`config.mk`:
```
export PLATFORM = sky130hd
export DESIGN_NAME = pipelined_mips_decode_stage
export DESIGN_NICKNAME = d
export VERILOG_FILES = /design/src/rtl/pipelined_mips_decode_stage_pkg.sv /design/src/rtl/pipelined_mips_decode_stage_scoreboard.sv /design/src/rtl/pipelined_mips_decode_stage.sv
export SDC_FILE = /design/constraint.sdc
export NUM_CORES = 1
export LEC_CHECK = 0
export ABC_AREA = 1
export CAP_MARGIN = 15
export CORE_ASPECT_RATIO = 2
export CORE_MARGIN = 3
export CORE_UTILIZATION = 62
export DETAILED_ROUTE_END_ITERATION = 12
export PLACE_DENSITY = 0.87
export SETUP_SLACK_MARGIN = 0.3
export SYNTH_ARGS = -nofsm -noshare
export SYNTH_HDL_FRONTEND = slang
export SYNTH_SLANG_ARGS = --single-unit
```
`constraint.sdc`:
```
create_clock -name i_clk -period 11.8 [get_ports i_clk]
set_input_delay 2.36 -clock i_clk [delete_from_list [all_inputs] [get_ports i_clk]]
set_output_delay 2.36 -clock i_clk [all_outputs]
set_load 0.02 [all_outputs]
```
`src/rtl/pipelined_mips_decode_stage_pkg.sv`:
```
// Shared definitions for the MIPS decode/issue stage: control-bundle layout,
// ALU / operand / write-back encodings and instruction opcode/funct values.
package pipelined_mips_decode_stage_pkg;

    localparam int unsigned MIPS_REG_FIELD_WIDTH = 5;

    typedef enum logic [3:0] {
        ALU_AND = 4'b0000,
        ALU_OR  = 4'b0001,
        ALU_ADD = 4'b0010,
        ALU_SLL = 4'b0011,
        ALU_SRL = 4'b0100,
        ALU_SUB = 4'b0110,
        ALU_SLT = 4'b0111
    } alu_ctrl_e;

    typedef enum logic [1:0] {
        REGISTER_OUTPUT_2 = 2'd0,
        IMMEDIATE         = 2'd1,
        SHIFT_IMMEDIATE   = 2'd2
    } alu_b_source_e;

    typedef enum logic [1:0] {
        WDS_ALU       = 2'd0,
        WDS_MEM       = 2'd1,
        WDS_PC_PLUS_4 = 2'd2
    } write_data_source_e;

    localparam logic [5:0] OP_RTYPE = 6'h00;
    localparam logic [5:0] OP_J     = 6'h02;
    localparam logic [5:0] OP_JAL   = 6'h03;
    localparam logic [5:0] OP_BEQ   = 6'h04;
    localparam logic [5:0] OP_BNE   = 6'h05;
    localparam logic [5:0] OP_ADDI  = 6'h08;
    localparam logic [5:0] OP_SLTI  = 6'h0A;
    localparam logic [5:0] OP_ANDI  = 6'h0C;
    localparam logic [5:0] OP_ORI   = 6'h0D;
    localparam logic [5:0] OP_LW    = 6'h23;
    localparam logic [5:0] OP_SW    = 6'h2B;

    localparam logic [5:0] FN_SLL  = 6'h00;
    localparam logic [5:0] FN_SRL  = 6'h02;
    localparam logic [5:0] FN_SLLV = 6'h04;
    localparam logic [5:0] FN_SRLV = 6'h06;
    localparam logic [5:0] FN_ADD  = 6'h20;
    localparam logic [5:0] FN_SUB  = 6'h22;
    localparam logic [5:0] FN_AND  = 6'h24;
    localparam logic [5:0] FN_OR   = 6'h25;
    localparam logic [5:0] FN_SLT  = 6'h2A;

    localparam logic [4:0] LINK_REGISTER = 5'd31;

    // Declared MSB first; flattens onto o_control_signals bit-for-bit.
    typedef struct packed {
        logic                            is_jump;
        logic                            is_link;
        logic                            is_branch;
        logic                            branch_on_ne;
        logic                            illegal;
        logic [MIPS_REG_FIELD_WIDTH-1:0] rd;
        logic [MIPS_REG_FIELD_WIDTH-1:0] rt;
        logic [MIPS_REG_FIELD_WIDTH-1:0] rs;
        logic [MIPS_REG_FIELD_WIDTH-1:0] dest_addr;
        logic                            uses_rs;
        logic                            uses_rt;
        write_data_source_e              reg_write_data_source;
        logic                            reg_write_enable;
        logic                            mem_write_enable;
        alu_ctrl_e                       alu_ctrl;
        alu_b_source_e                   alu_b_source;
    } mips_control_t;

    localparam int unsigned MIPS_CONTROL_SIGNALS_WIDTH = $bits(mips_control_t);

    localparam int unsigned ALU_B_SOURCE_LSB          = 0;
    localparam int unsigned ALU_CTRL_LSB              = 2;
    localparam int unsigned MEM_WRITE_ENABLE_BIT      = 6;
    localparam int unsigned REG_WRITE_ENABLE_BIT      = 7;
    localparam int unsigned REG_WRITE_DATA_SOURCE_LSB = 8;
    localparam int unsigned USES_RT_BIT               = 10;
    localparam int unsigned USES_RS_BIT               = 11;
    localparam int unsigned DEST_ADDR_LSB             = 12;
    localparam int unsigned RS_LSB                    = 17;
    localparam int unsigned RT_LSB                    = 22;
    localparam int unsigned RD_LSB                    = 27;
    localparam int unsigned ILLEGAL_BIT               = 32;
    localparam int unsigned BRANCH_ON_NE_BIT          = 33;
    localparam int unsigned IS_BRANCH_BIT             = 34;
    localparam int unsigned IS_LINK_BIT               = 35;
    localparam int unsigned IS_JUMP_BIT               = 36;

endpackage

```
`src/rtl/pipelined_mips_decode_stage_scoreboard.sv`:
```
// Per-register pending-write counters: +1 when a writing bundle leaves for EX,
// -1 when writeback retires it. Register 0 is never tracked.
module mips_scoreboard #(
    parameter int unsigned SCOREBOARD_DEPTH = 3,
    parameter int unsigned NUM_REGS         = 32,
    localparam int unsigned ADDR_W          = $clog2(NUM_REGS)
) (
    input  logic              clk_i,
    input  logic              rst_i,
    input  logic              inc_valid_i,
    input  logic [ADDR_W-1:0] inc_addr_i,
    input  logic              dec_valid_i,
    input  logic [ADDR_W-1:0] dec_addr_i,
    input  logic [ADDR_W-1:0] rs_addr_i,
    input  logic [ADDR_W-1:0] rt_addr_i,
    input  logic [ADDR_W-1:0] dest_addr_i,
    output logic              rs_busy_o,
    output logic              rt_busy_o,
    output logic              dest_full_o
);

    localparam int unsigned CNT_W = $clog2(SCOREBOARD_DEPTH + 1);
    localparam int unsigned PND_W = CNT_W + 1;

    logic [CNT_W-1:0] cnt_q [NUM_REGS];
    logic [CNT_W-1:0] cnt_d [NUM_REGS];

    logic             rs_inc_hit;
    logic             rt_inc_hit;
    logic             dest_inc_hit;
    logic [PND_W-1:0] dest_pending;

    // A bundle leaving this cycle counts as in flight already.
    assign rs_inc_hit   = inc_valid_i && (inc_addr_i == rs_addr_i);
    assign rt_inc_hit   = inc_valid_i && (inc_addr_i == rt_addr_i);
    assign dest_inc_hit = inc_valid_i && (inc_addr_i == dest_addr_i);

    assign rs_busy_o = (rs_addr_i != '0) && ((cnt_q[rs_addr_i] != '0) || rs_inc_hit);
    assign rt_busy_o = (rt_addr_i != '0) && ((cnt_q[rt_addr_i] != '0) || rt_inc_hit);

    assign dest_pending = {1'b0, cnt_q[dest_addr_i]} + PND_W'(dest_inc_hit);
    assign dest_full_o  = (dest_addr_i != '0) && (dest_pending >= PND_W'(SCOREBOARD_DEPTH));

    always_comb begin
        for (int unsigned r = 0; r < NUM_REGS; r++) begin
            cnt_d[r] = cnt_q[r];
            if (r != 0) begin
                // A retire against an empty counter is dropped, so only a live
                // decrement can cancel a same-cycle increment.
                if (inc_valid_i && (inc_addr_i == ADDR_W'(r))) begin
                    if (!(dec_valid_i && (dec_addr_i == ADDR_W'(r)) && (cnt_q[r] != '0))
                        && (cnt_q[r] != CNT_W'(SCOREBOARD_DEPTH)))
                        cnt_d[r] = cnt_q[r] + 1'b1;
                end else if (dec_valid_i && (dec_addr_i == ADDR_W'(r)) && (cnt_q[r] != '0)) begin
                    cnt_d[r] = cnt_q[r] - 1'b1;
                end
            end
        end
    end

    always_ff @(posedge clk_i or posedge rst_i) begin
        if (rst_i) begin
            for (int unsigned r = 0; r < NUM_REGS; r++)
                cnt_q[r] <= '0;
        end else begin
            cnt_q <= cnt_d;
        end
    end

    wb_on_zero_count: assert property (@(posedge clk_i) disable iff (rst_i)
        (dec_valid_i && (dec_addr_i != '0)) |-> (cnt_q[dec_addr_i] != '0));

endmodule

```
`src/rtl/pipelined_mips_decode_stage.sv`:
```
// Registered decode/issue stage between IF/ID and EX: decodes into a one-entry
// control-bundle register, stalling on RAW hazards and WAW depth via a scoreboard.
module pipelined_mips_decode_stage
    import pipelined_mips_decode_stage_pkg::*;
#(
    parameter int unsigned SCOREBOARD_DEPTH      = 3,
    parameter int unsigned NUM_REGS              = 32,
    parameter bit          ENABLE_SHIFT_VARIABLE = 1'b1,
    localparam int unsigned ADDR_W               = $clog2(NUM_REGS)
) (
    input  logic                                  i_clk,
    input  logic                                  i_reset,
    input  logic [31:0]                           i_instruction,
    input  logic                                  i_valid,
    output logic                                  o_ready,
    output logic [MIPS_CONTROL_SIGNALS_WIDTH-1:0] o_control_signals,
    output logic                                  o_valid,
    input  logic                                  i_ready,
    output logic                                  o_illegal,
    input  logic                                  i_flush,
    input  logic                                  i_wb_valid,
    input  logic [ADDR_W-1:0]                     i_wb_addr
);

    mips_control_t dec;
    mips_control_t ctrl_q, ctrl_d;
    logic          valid_q, valid_d;
    logic          illegal_q, illegal_d;

    logic [5:0] opcode;
    logic [5:0] funct;
    logic       unused_shamt_imm;

    logic handoff;
    logic load;
    logic hazard;
    logic rs_busy, rt_busy, dest_full;

    assign opcode           = i_instruction[31:26];
    assign funct            = i_instruction[5:0];
    assign unused_shamt_imm = ^i_instruction[10:6];

    always_comb begin
        dec         = '0;
        dec.rs      = i_instruction[25:21];
        dec.rt      = i_instruction[20:16];
        dec.rd      = i_instruction[15:11];
        case (opcode)
            OP_RTYPE: begin
                dec.uses_rs          = 1'b1;
                dec.uses_rt          = 1'b1;
                dec.reg_write_enable = 1'b1;
                dec.dest_addr        = dec.rd;
                dec.alu_b_source     = REGISTER_OUTPUT_2;
                case (funct)
                    FN_ADD: dec.alu_ctrl = ALU_ADD;
                    FN_SUB: dec.alu_ctrl = ALU_SUB;
                    FN_AND: dec.alu_ctrl = ALU_AND;
                    FN_OR:  dec.alu_ctrl = ALU_OR;
                    FN_SLT: dec.alu_ctrl = ALU_SLT;
                    FN_SLL, FN_SRL: begin
                        dec.alu_ctrl     = (funct == FN_SLL) ? ALU_SLL : ALU_SRL;
                        dec.uses_rs      = 1'b0;
                        dec.alu_b_source = SHIFT_IMMEDIATE;
                    end
                    FN_SLLV, FN_SRLV: begin
                        if (ENABLE_SHIFT_VARIABLE)
                            dec.alu_ctrl = (funct == FN_SLLV) ? ALU_SLL : ALU_SRL;
                        else
                            dec.illegal = 1'b1;
                    end
                    default: dec.illegal = 1'b1;
                endcase
            end
            OP_ADDI, OP_SLTI, OP_ANDI, OP_ORI, OP_LW: begin
                dec.uses_rs          = 1'b1;
                dec.reg_write_enable = 1'b1;
                dec.dest_addr        = dec.rt;
                dec.alu_b_source     = IMMEDIATE;
                case (opcode)
                    OP_SLTI: dec.alu_ctrl = ALU_SLT;
                    OP_ANDI: dec.alu_ctrl = ALU_AND;
                    OP_ORI:  dec.alu_ctrl = ALU_OR;
                    default: dec.alu_ctrl = ALU_ADD;
                endcase
                if (opcode == OP_LW)
                    dec.reg_write_data_source = WDS_MEM;
            end
            OP_SW: begin
                dec.uses_rs          = 1'b1;
                dec.uses_rt          = 1'b1;
                dec.mem_write_enable = 1'b1;
                dec.alu_ctrl         = ALU_ADD;
                dec.alu_b_source     = IMMEDIATE;
            end
            OP_BEQ, OP_BNE: begin
                dec.uses_rs      = 1'b1;
                dec.uses_rt      = 1'b1;
                dec.is_branch    = 1'b1;
                dec.branch_on_ne = (opcode == OP_BNE);
                dec.alu_ctrl     = ALU_SUB;
            end
            OP_J: dec.is_jump = 1'b1;
            OP_JAL: begin
                dec.is_jump               = 1'b1;
                dec.is_link               = 1'b1;
                dec.reg_write_enable      = 1'b1;
                dec.dest_addr             = LINK_REGISTER;
                dec.reg_write_data_source = WDS_PC_PLUS_4;
            end
            default: dec.illegal = 1'b1;
        endcase
        // Illegal words keep only the raw register fields, so they never stall or write.
        if (dec.illegal) begin
            dec         = '0;
            dec.illegal = 1'b1;
            dec.rs      = i_instruction[25:21];
            dec.rt      = i_instruction[20:16];
            dec.rd      = i_instruction[15:11];
        end
    end

    mips_scoreboard #(
        .SCOREBOARD_DEPTH(SCOREBOARD_DEPTH),
        .NUM_REGS        (NUM_REGS)
    ) u_sb (
        .clk_i      (i_clk),
        .rst_i      (i_reset),
        .inc_valid_i(handoff && ctrl_q.reg_write_enable),
        .inc_addr_i (ADDR_W'(ctrl_q.dest_addr)),
        .dec_valid_i(i_wb_valid),
        .dec_addr_i (i_wb_addr),
        .rs_addr_i  (ADDR_W'(dec.rs)),
        .rt_addr_i  (ADDR_W'(dec.rt)),
        .dest_addr_i(ADDR_W'(dec.dest_addr)),
        .rs_busy_o  (rs_busy),
        .rt_busy_o  (rt_busy),
        .dest_full_o(dest_full)
    );

    assign hazard  = (dec.uses_rs && rs_busy) || (dec.uses_rt && rt_busy)
                   || (dec.reg_write_enable && dest_full);
    assign handoff = valid_q && i_ready && !i_flush;
    assign o_ready = !hazard && (!valid_q || i_ready) && !i_flush;
    assign load    = i_valid && o_ready;

    always_comb begin
        valid_d   = valid_q;
        illegal_d = illegal_q;
        ctrl_d    = ctrl_q;
        if (i_flush) begin
            valid_d   = 1'b0;
            illegal_d = 1'b0;
        end else if (load) begin
            valid_d   = 1'b1;
            illegal_d = dec.illegal;
            ctrl_d    = dec;
        end else if (handoff) begin
            valid_d   = 1'b0;
            illegal_d = 1'b0;
        end
    end

    always_ff @(posedge i_clk or posedge i_reset) begin
        if (i_reset) begin
            valid_q   <= 1'b0;
            illegal_q <= 1'b0;
            ctrl_q    <= '0;
        end else begin
            valid_q   <= valid_d;
            illegal_q <= illegal_d;
            ctrl_q    <= ctrl_d;
        end
    end

    assign o_valid           = valid_q;
    assign o_illegal         = illegal_q;
    assign o_control_signals = ctrl_q;

endmodule

```
==> run summary, run 1 <==
Status: completed
Aggregate global-route resource usage: 40.7%
Net count after synthesis: 1,225
Distinct cell type count of the synthesized netlist: 56
Biggest area contributors in the synthesized netlist: sky130_fd_sc_hd__dfrtp_1 33%, sky130_fd_sc_hd__nand2_1 14%, sky130_fd_sc_hd__nor2_1 8.8%, sky130_fd_sc_hd__nand3_1 8.3%, sky130_fd_sc_hd__inv_1 7.8%
Static Leak: 4.06 nW
Top cell type's share of synthesized area: 33.0%
Arrival time reported for the critical path endpoint: 7.63 ns
Kind of cell with the highest combined delay on the critical path: simple AND/OR/NAND/NOR gates
Maximum buffer depth of the clock tree: 2
Worst hold path class: register to register
Cell count after synthesis: 1,180
Clock transition time at the flip-flop clock pins of the worst setup and hold paths: 0.08 ns
Gpl congestion: 1.07
Count of yosys warnings during synthesis: 0
TritonCTS Buffers: 9
Post-layout net count: 1,277
Grt total ovfl: 0
Effective utilization at floorplan: 63.8%
Slew headroom: 41.9%
Critical Path End Type: primary output
GR met2 Demand/Resource: 70.2%
1st-pass router iterations: 6
Total wire length after detailed routing: 27,500 um
Count of placed standard cells including taps: 1,366
DR iter-0 viols: 957
Vias/cell: 6.17
Global-route wire length before repair: 42,300 um
H-tree depth reported by CTS: 3
Leading area contributor after synthesis: sky130_fd_sc_hd__dfrtp_1
Count of port buffers added during placement: 76
Slowest cell on the critical path: sky130_fd_sc_hd__inv_1
Post-Layout Cell Count: 1,382
WS Path Type: input port to primary output
Vertical extent of the die: 162 um
DRC: 0
Number of hold buffers added after CTS: 0
Layout Area Growth over Synthesis: 14.6%
Area of the core: 11,800 um2
HPWL Detailed: 20,100 um
Power per unit of standard cell area: 107 nW/um2
Vias in the first global route: 8,135
Number of sinks driven by the clock tree: 99
Async set or reset register ratio after synthesis: 100%
CTS root buf: sky130_fd_sc_hd__clkbuf_16
Unrepaired setup endpoints after global routing: no
Count of standard-cell rows: 56
Final Max Tran Viols: 0
Met1 usage in global routing: 42.9%
Busiest layer in global routing: met2
Overall die area: 13,500 um2
IO Pins: 83
Cts repair resizes: 0
CP most frequent cell: sky130_fd_sc_hd__nand3_1
Most frequent standard cell in the layout excluding fill and tap cells: sky130_fd_sc_hd__nand2_1
CP Launch Type: input port
Die X-Extent: 83.8 um
Antenna cells: 0
Maximum vdd ir drop: 0.0896 mV
Final clock skew: 0.0134 ns
Post-Syn Area: 7510 um2
Time the final worst path needs with I/O delays and setup: 9.99 ns
Number of failing hold endpoints at the final stage: 0
Number of synthesized register bits: 99
Top_reg_cell synth: sky130_fd_sc_hd__dfrtp_1
Worst path max stage delay: 0.60 ns
Buffer count from post-CTS setup fixing: 0
TritonCTS clock tree: built
Layout cells sized above 1: 3.80%
Seq/Total Area, Yosys: 33.0%
Count of vias placed by the detailed router: 8,530
Final ANT Viol Nets: 0
Setup tns final: 0 ns
Most used cells in the layout excluding fill and tap cells: 272 x sky130_fd_sc_hd__nand2_1, 177 x sky130_fd_sc_hd__nor2_1, 156 x sky130_fd_sc_hd__inv_1
Fraction of met3 tracks used by global routing: 6.99%
Maximum fanout encountered on the critical timing path: 37
Initial antenna violation count: 0
FMAX: 0.100 GHz
Final number of setup-violating endpoints: 0
Mean instance size in the synthesized netlist: 6.36 um2
Largest net degree at the start of global routing: 51
Insertion delay of the later-clocked pin in the worst-skew pair: 0.36 ns
Worst Path Required: 9.44 ns
Number of enable-type register cells in the synthesized netlist: 0
Slew at the pin with the worst max-slew slack: 0.870 ns
Post-detailed-route wirelength per cell: 19.9 um
Portion of the clock cycle consumed by the worst path in the final layout: 84.7%
Max capacitance violation total: 0
Cells traversed along the worst timing path: clkdlybuf4s50_1 > nor2_1 > nand3_2 > inv_2 > nand2_1 > nand2_4 > nand2_2 > inv_1 > nand3_1 > nand3_1 > nand3_1 > nand3_1 > nand2_1 > ha_1 > ha_1 > a21o_1 > nand2_2 > buf_4 > and2_1 > clkdlybuf4s50_1
WP buf/inv: 5
sequential cells by signal, summed over array words and instances (netlist names):
signal	count
o_illegal	1
o_valid	1
u_sb.cnt_q	62
o_control_signals	35
power breakdown:
part / switching, W / internal, W / leakage, nW / total (W)
clock network: 0.000155 / 0.000172 / 0.154 / 0.000327
registers: 0.0000229 / 0.000366 / 1.32 / 0.000388
logic: 0.000134 / 0.0000718 / 2.59 / 0.000206
tightest hold or removal path, delay by kind of cell (launching register included):
kind,cells,cell delay [ns]
flops,1,0.35
simple gates,2,0.09
routing by layer:
metal	routed length [um]	part of all wire, %
met5	0	0
met4	2680	9.7
met3	2280	8.3
met2	13600	50
met1	8910	32
synthesized netlist by cell type (7+ instances only):
| library cell | n |
|---|---|
| sky130_fd_sc_hd__nor2_1 | 177 |
| sky130_fd_sc_hd__o22ai_1 | 7 |
| sky130_fd_sc_hd__buf_2 | 15 |
| sky130_fd_sc_hd__nand4_1 | 43 |
| sky130_fd_sc_hd__a31oi_1 | 13 |
| sky130_fd_sc_hd__dfrtp_1 | 99 |
| sky130_fd_sc_hd__nor3_1 | 20 |
| sky130_fd_sc_hd__xor2_1 | 15 |
| sky130_fd_sc_hd__a21oi_1 | 52 |
| sky130_fd_sc_hd__o211ai_1 | 9 |
| sky130_fd_sc_hd__clkbuf_1 | 17 |
| sky130_fd_sc_hd__nand3_1 | 125 |
| sky130_fd_sc_hd__nand2_1 | 272 |
| sky130_fd_sc_hd__o31ai_1 | 8 |
| sky130_fd_sc_hd__inv_1 | 157 |
| sky130_fd_sc_hd__o21ai_0 | 70 |
cell type report:
cell class,instances,area (um2)
repair buffers,80,791
clock buffers,9,225
clock inverters,7,96.3
inverters,166,626
fillers,1040,3170
multi-input cells,876,4210
well taps,145,181
flip-flops and latches,99,2480
worst paths after layout:
check	startpoint	endpoint	slack (ns)	depth (start not counted)
setup / recovery	i_instruction[29]	o_ready	1.81	20
hold / removal	o_control_signals[30]$_DFFE_PP0P_	o_control_signals[30]$_DFFE_PP0P_	0.47	2
setup reg to reg	o_valid$_DFFE_PP0P_	o_control_signals[31]$_DFFE_PP0P_	8.37	12
hold reg to reg	o_control_signals[30]$_DFFE_PP0P_	o_control_signals[30]$_DFFE_PP0P_	0.47	2
max in group asynchronous	i_reset	u_sb.cnt_q[52]$_DFFE_PP0P_	8.29	3
min in group asynchronous	i_reset	o_control_signals[21]$_DFFE_PP0P_	2.43	2
logic make-up after synthesis:
kind of cell               after synthesis  share of synthesized area, %
and+or+nand+nor                        668                          39.0
buffers and inverters                  205                          11.0
AOI/OAI and AO/OA                      187                          14.5
DFF                                     99                          33.0
xor gates and xnor gates                17                          1.98
adders and majority gates                2                         0.333
other                                    1                        0.0499
muxes                                    1                         0.133
stage by stage:
| stage | total power, W | hold WS [ns] | setup slack [ns] | cell area, um2 | utilization (%) |
|---|---|---|---|---|---|
| after floorplan | 0.000514 | 0.484 | 4.64 | 7510 | - |
| after global placement | 0.000590 | 0.453 | 2.06 | 8280 | 70.4 |
| after detailed placement | 0.000594 | 0.457 | 2.02 | 8280 | 70.4 |
| after CTS | 0.000913 | 0.474 | 2.01 | 8600 | 73.1 |
| after global routing | 0.000955 | 0.494 | 1.64 | 8600 | 73.1 |
| final | 0.000921 | 0.473 | 1.81 | 8600 | 73.1 |
(Power assumes the default switching activity.)
==> inputs of run 2 (changes only) <==
Settings changed: CORE_UTILIZATION 62 to 52, PLACE_DENSITY 0.87 to 0.77.
Clock period 11.8 ns to 8.7 ns, I/O delays scaled along.
==> run summary, run 2 (synthesized netlist as in run 1, its figures left out) <==
Final number of setup-violating endpoints: 0 (unchanged)
Die X-Extent: 91.0 um (+8.5%)
Maximum vdd ir drop: 0.106 mV (+19%)
IO Pins: 83 (unchanged)
Area of the core: 14,000 um2 (+19%)
Vertical extent of the die: 176 um (+8.9%)
TritonCTS clock tree: built
Post-layout net count: 1,283 (+0.47%)
Destination of the worst register-to-register timing path: o_control_signals[14]$_DFFE_PP0P_
Total wire length after detailed routing: 25,500 um (-7.2%)
Count of standard-cell rows: 61 (+8.9%)
Count of port buffers added during placement: 76 (unchanged)
Utilization of the core after routing: 61.9% (-11 points)
Aggregate global-route resource usage: 32.0% (-8.7 points)
Maximum fanout encountered on the critical timing path: 27 (-27%)
Most frequent standard cell in the layout excluding fill and tap cells: sky130_fd_sc_hd__nand2_1
Largest net degree at the start of global routing: 83 (+63%)
Effective utilization at floorplan: 53.5% (-10 points)
Maximum buffer depth of the clock tree: 2 (unchanged)
Instance count along the most critical hold path: 2 (unchanged)
Cells traversed along the worst timing path: clkdlybuf4s50_1 > inv_2 > nor2_1 > nand3_1 > nand2_1 > inv_2 > nand2_1 > nor2_2 > nand2_4 > buf_4 > nand2_4 > nand2_1 > nand3_1 > nand3_1 > nand3_1 > nand3_1 > nand2_1 > ha_1 > ha_1 > a21o_1 > nand2_2 > and2_1 > clkdlybuf4s50_1
Buffer count from post-CTS setup fixing: 0 (unchanged)
Time the final worst path needs with I/O delays and setup: 7.71 ns
Final clock skew: 0.0122 ns (-0.00127 ns)
Final Max Tran Viols: 0 (unchanged)
CTS root buf: sky130_fd_sc_hd__clkbuf_16
Capture endpoint of the worst hold path: o_control_signals[30]$_DFFE_PP0P_
DR iter-0 viols: 639 (-33%)
Count of vias placed by the detailed router: 8,397 (-1.6%)
Final ANT Viol Nets: 0 (unchanged)
1st-pass router iterations: 6 (unchanged)
Number of failing hold endpoints at the final stage: 0 (unchanged)
Setup tns final: 0 ns (unchanged)
Worst path max stage delay: 0.59 ns (about the same)
TritonCTS Buffers: 9 (unchanged)
Filler instances: 1,454 (+40%)
Vias in the first global route: 7,931 (-2.5%)
Overall die area: 16,000 um2 (+18%)
Worst hold path class: register to register
Clock transition time at the flip-flop clock pins of the worst setup and hold paths: 0.06 ns (-0.02 ns)
Post-Layout Cell Count: 1,433 (+3.7%)
Power per unit of standard cell area: 141 nW/um2 (+32%)
Slew headroom: 26.1% (-16 points)
Hold Crit Start: o_control_signals[30]$_DFFE_PP0P_
FF-to-FF path depth: 12 (unchanged)
Number of hold buffers added after CTS: 0 (unchanged)
Register with the most flip-flops: u_sb.cnt_q
Insertion delay of the later-clocked pin in the worst-skew pair: 0.36 ns (about the same)
Slew at the pin with the worst max-slew slack: 1.11 ns (+0.239 ns)
WS Path Type: input port to primary output
Final Worst Setup Slack: 0.986 ns (-0.824 ns)
Number of sinks driven by the clock tree: 99 (unchanged)
Arrival time reported for the critical path endpoint: 5.97 ns (-1.66 ns)
Portion of the clock cycle consumed by the worst path in the final layout: 88.7%
Post-placement worst setup slack: 1.14 ns (-0.880 ns)
FMAX: 0.130 GHz
CP most frequent cell: sky130_fd_sc_hd__nand3_1
Slowest cell on the critical path: sky130_fd_sc_hd__clkdlybuf4s50_1
Setup slack of the most critical reg-to-reg path: 5.55 ns (-2.82 ns)
Max capacitance violation total: 0 (unchanged)
Static Leak: 4.09 nW (+0.68%)
Status: completed
Layout cells sized above 1: 4.26% (+0.46 points)
Post-detailed-route wirelength per cell: 17.8 um (-10%)
Vias/cell: 5.86 (-5.1%)
Layout Area Growth over Synthesis: 15.7%
Gpl congestion: 1.05 (-1.9%)
Global-route wire length before repair: 40,100 um (-5.0%)
CP Launch Type: input port
Cts repair resizes: 0 (unchanged)
HPWL Detailed: 19,200 um (-4.3%)
Count of placed standard cells including taps: 1,416 (+3.7%)
H-tree depth reported by CTS: 3 (unchanged)
Worst Path Required: 6.96 ns (-2.48 ns)
Grt total ovfl: 0 (unchanged)
Critical Path End Type: primary output
Critical register-to-register path startpoint: o_control_signals[16]$_DFFE_PP0P_
Flip-flop count of the largest register after layout: 62 (unchanged)
Unrepaired setup endpoints after global routing: no
Initial antenna violation count: 0 (unchanged)
DRC: 0 (unchanged)
Most used cells in the layout excluding fill and tap cells: 272 x sky130_fd_sc_hd__nand2_1, 177 x sky130_fd_sc_hd__nor2_1, 156 x sky130_fd_sc_hd__inv_1
## run 2: cell type report
type                    count  area [um2]  area share (%)
clock buffers               9         225            2.59
repair buffers             86         836            9.62
well taps                 189         236            2.72
flip-flops and latches     99        2480            28.5
clock inverters             7        81.3           0.936
multi-input cells         876        4210            48.4
inverters                 166         626            7.20
diodes                      1        2.50          0.0288
## run 2: where the power goes
group | leakage [nW] | internal (W) | total [W] | switching, W
clock | 0.153 | 0.000229 | 0.000426 | 0.000198
sequential | 1.32 | 0.000496 | 0.000526 | 0.0000300
combinational | 2.62 | 0.0000985 | 0.000273 | 0.000175
total | 4.09 | 0.000823 | 0.00123 | 0.000402
## run 2: worst max path at each step
stage	to	startpoint	cells after the start
3_5_place_dp	o_ready	i_instruction[29]	23
6_report	o_ready	i_instruction[29]	23
4_1_cts	o_ready	i_instruction[29]	23
2_1_floorplan	o_ready	i_instruction[31]	20
3_3_place_gp	o_ready	i_instruction[29]	23
5_1_grt	o_ready	i_instruction[29]	23
## run 2: critical path: cells and delay by family
| kind | cells | cell delay [ns] |
|---|---|---|
| AND/OR/NAND/NOR | 15 | 2.04 |
| adder cells (fa/ha/maj) | 2 | 0.45 |
| buffers and inverters | 5 | 1.56 |
| AO/OA/AOI/OAI | 1 | 0.17 |
## run 2: stage by stage
stage                     hold WS (ns)  instance area (um2)  total power (W)
after global placement           0.452                 8380         0.000801
after floorplan                  0.484                 7510         0.000698
final                            0.468                 8690          0.00123
after global routing             0.492                 8690          0.00129
after CTS                        0.474                 8690          0.00123
after detailed placement         0.457                 8380         0.000805
## run 2: routing by layer
metal,track usage (%),vias up,routed length [um]
met5,0,-,0
met4,25.4,0,2200
met3,5.63,130,1650
met2,56.4,388,13100
met1,32.8,3886,8590
li1,-,3993,-
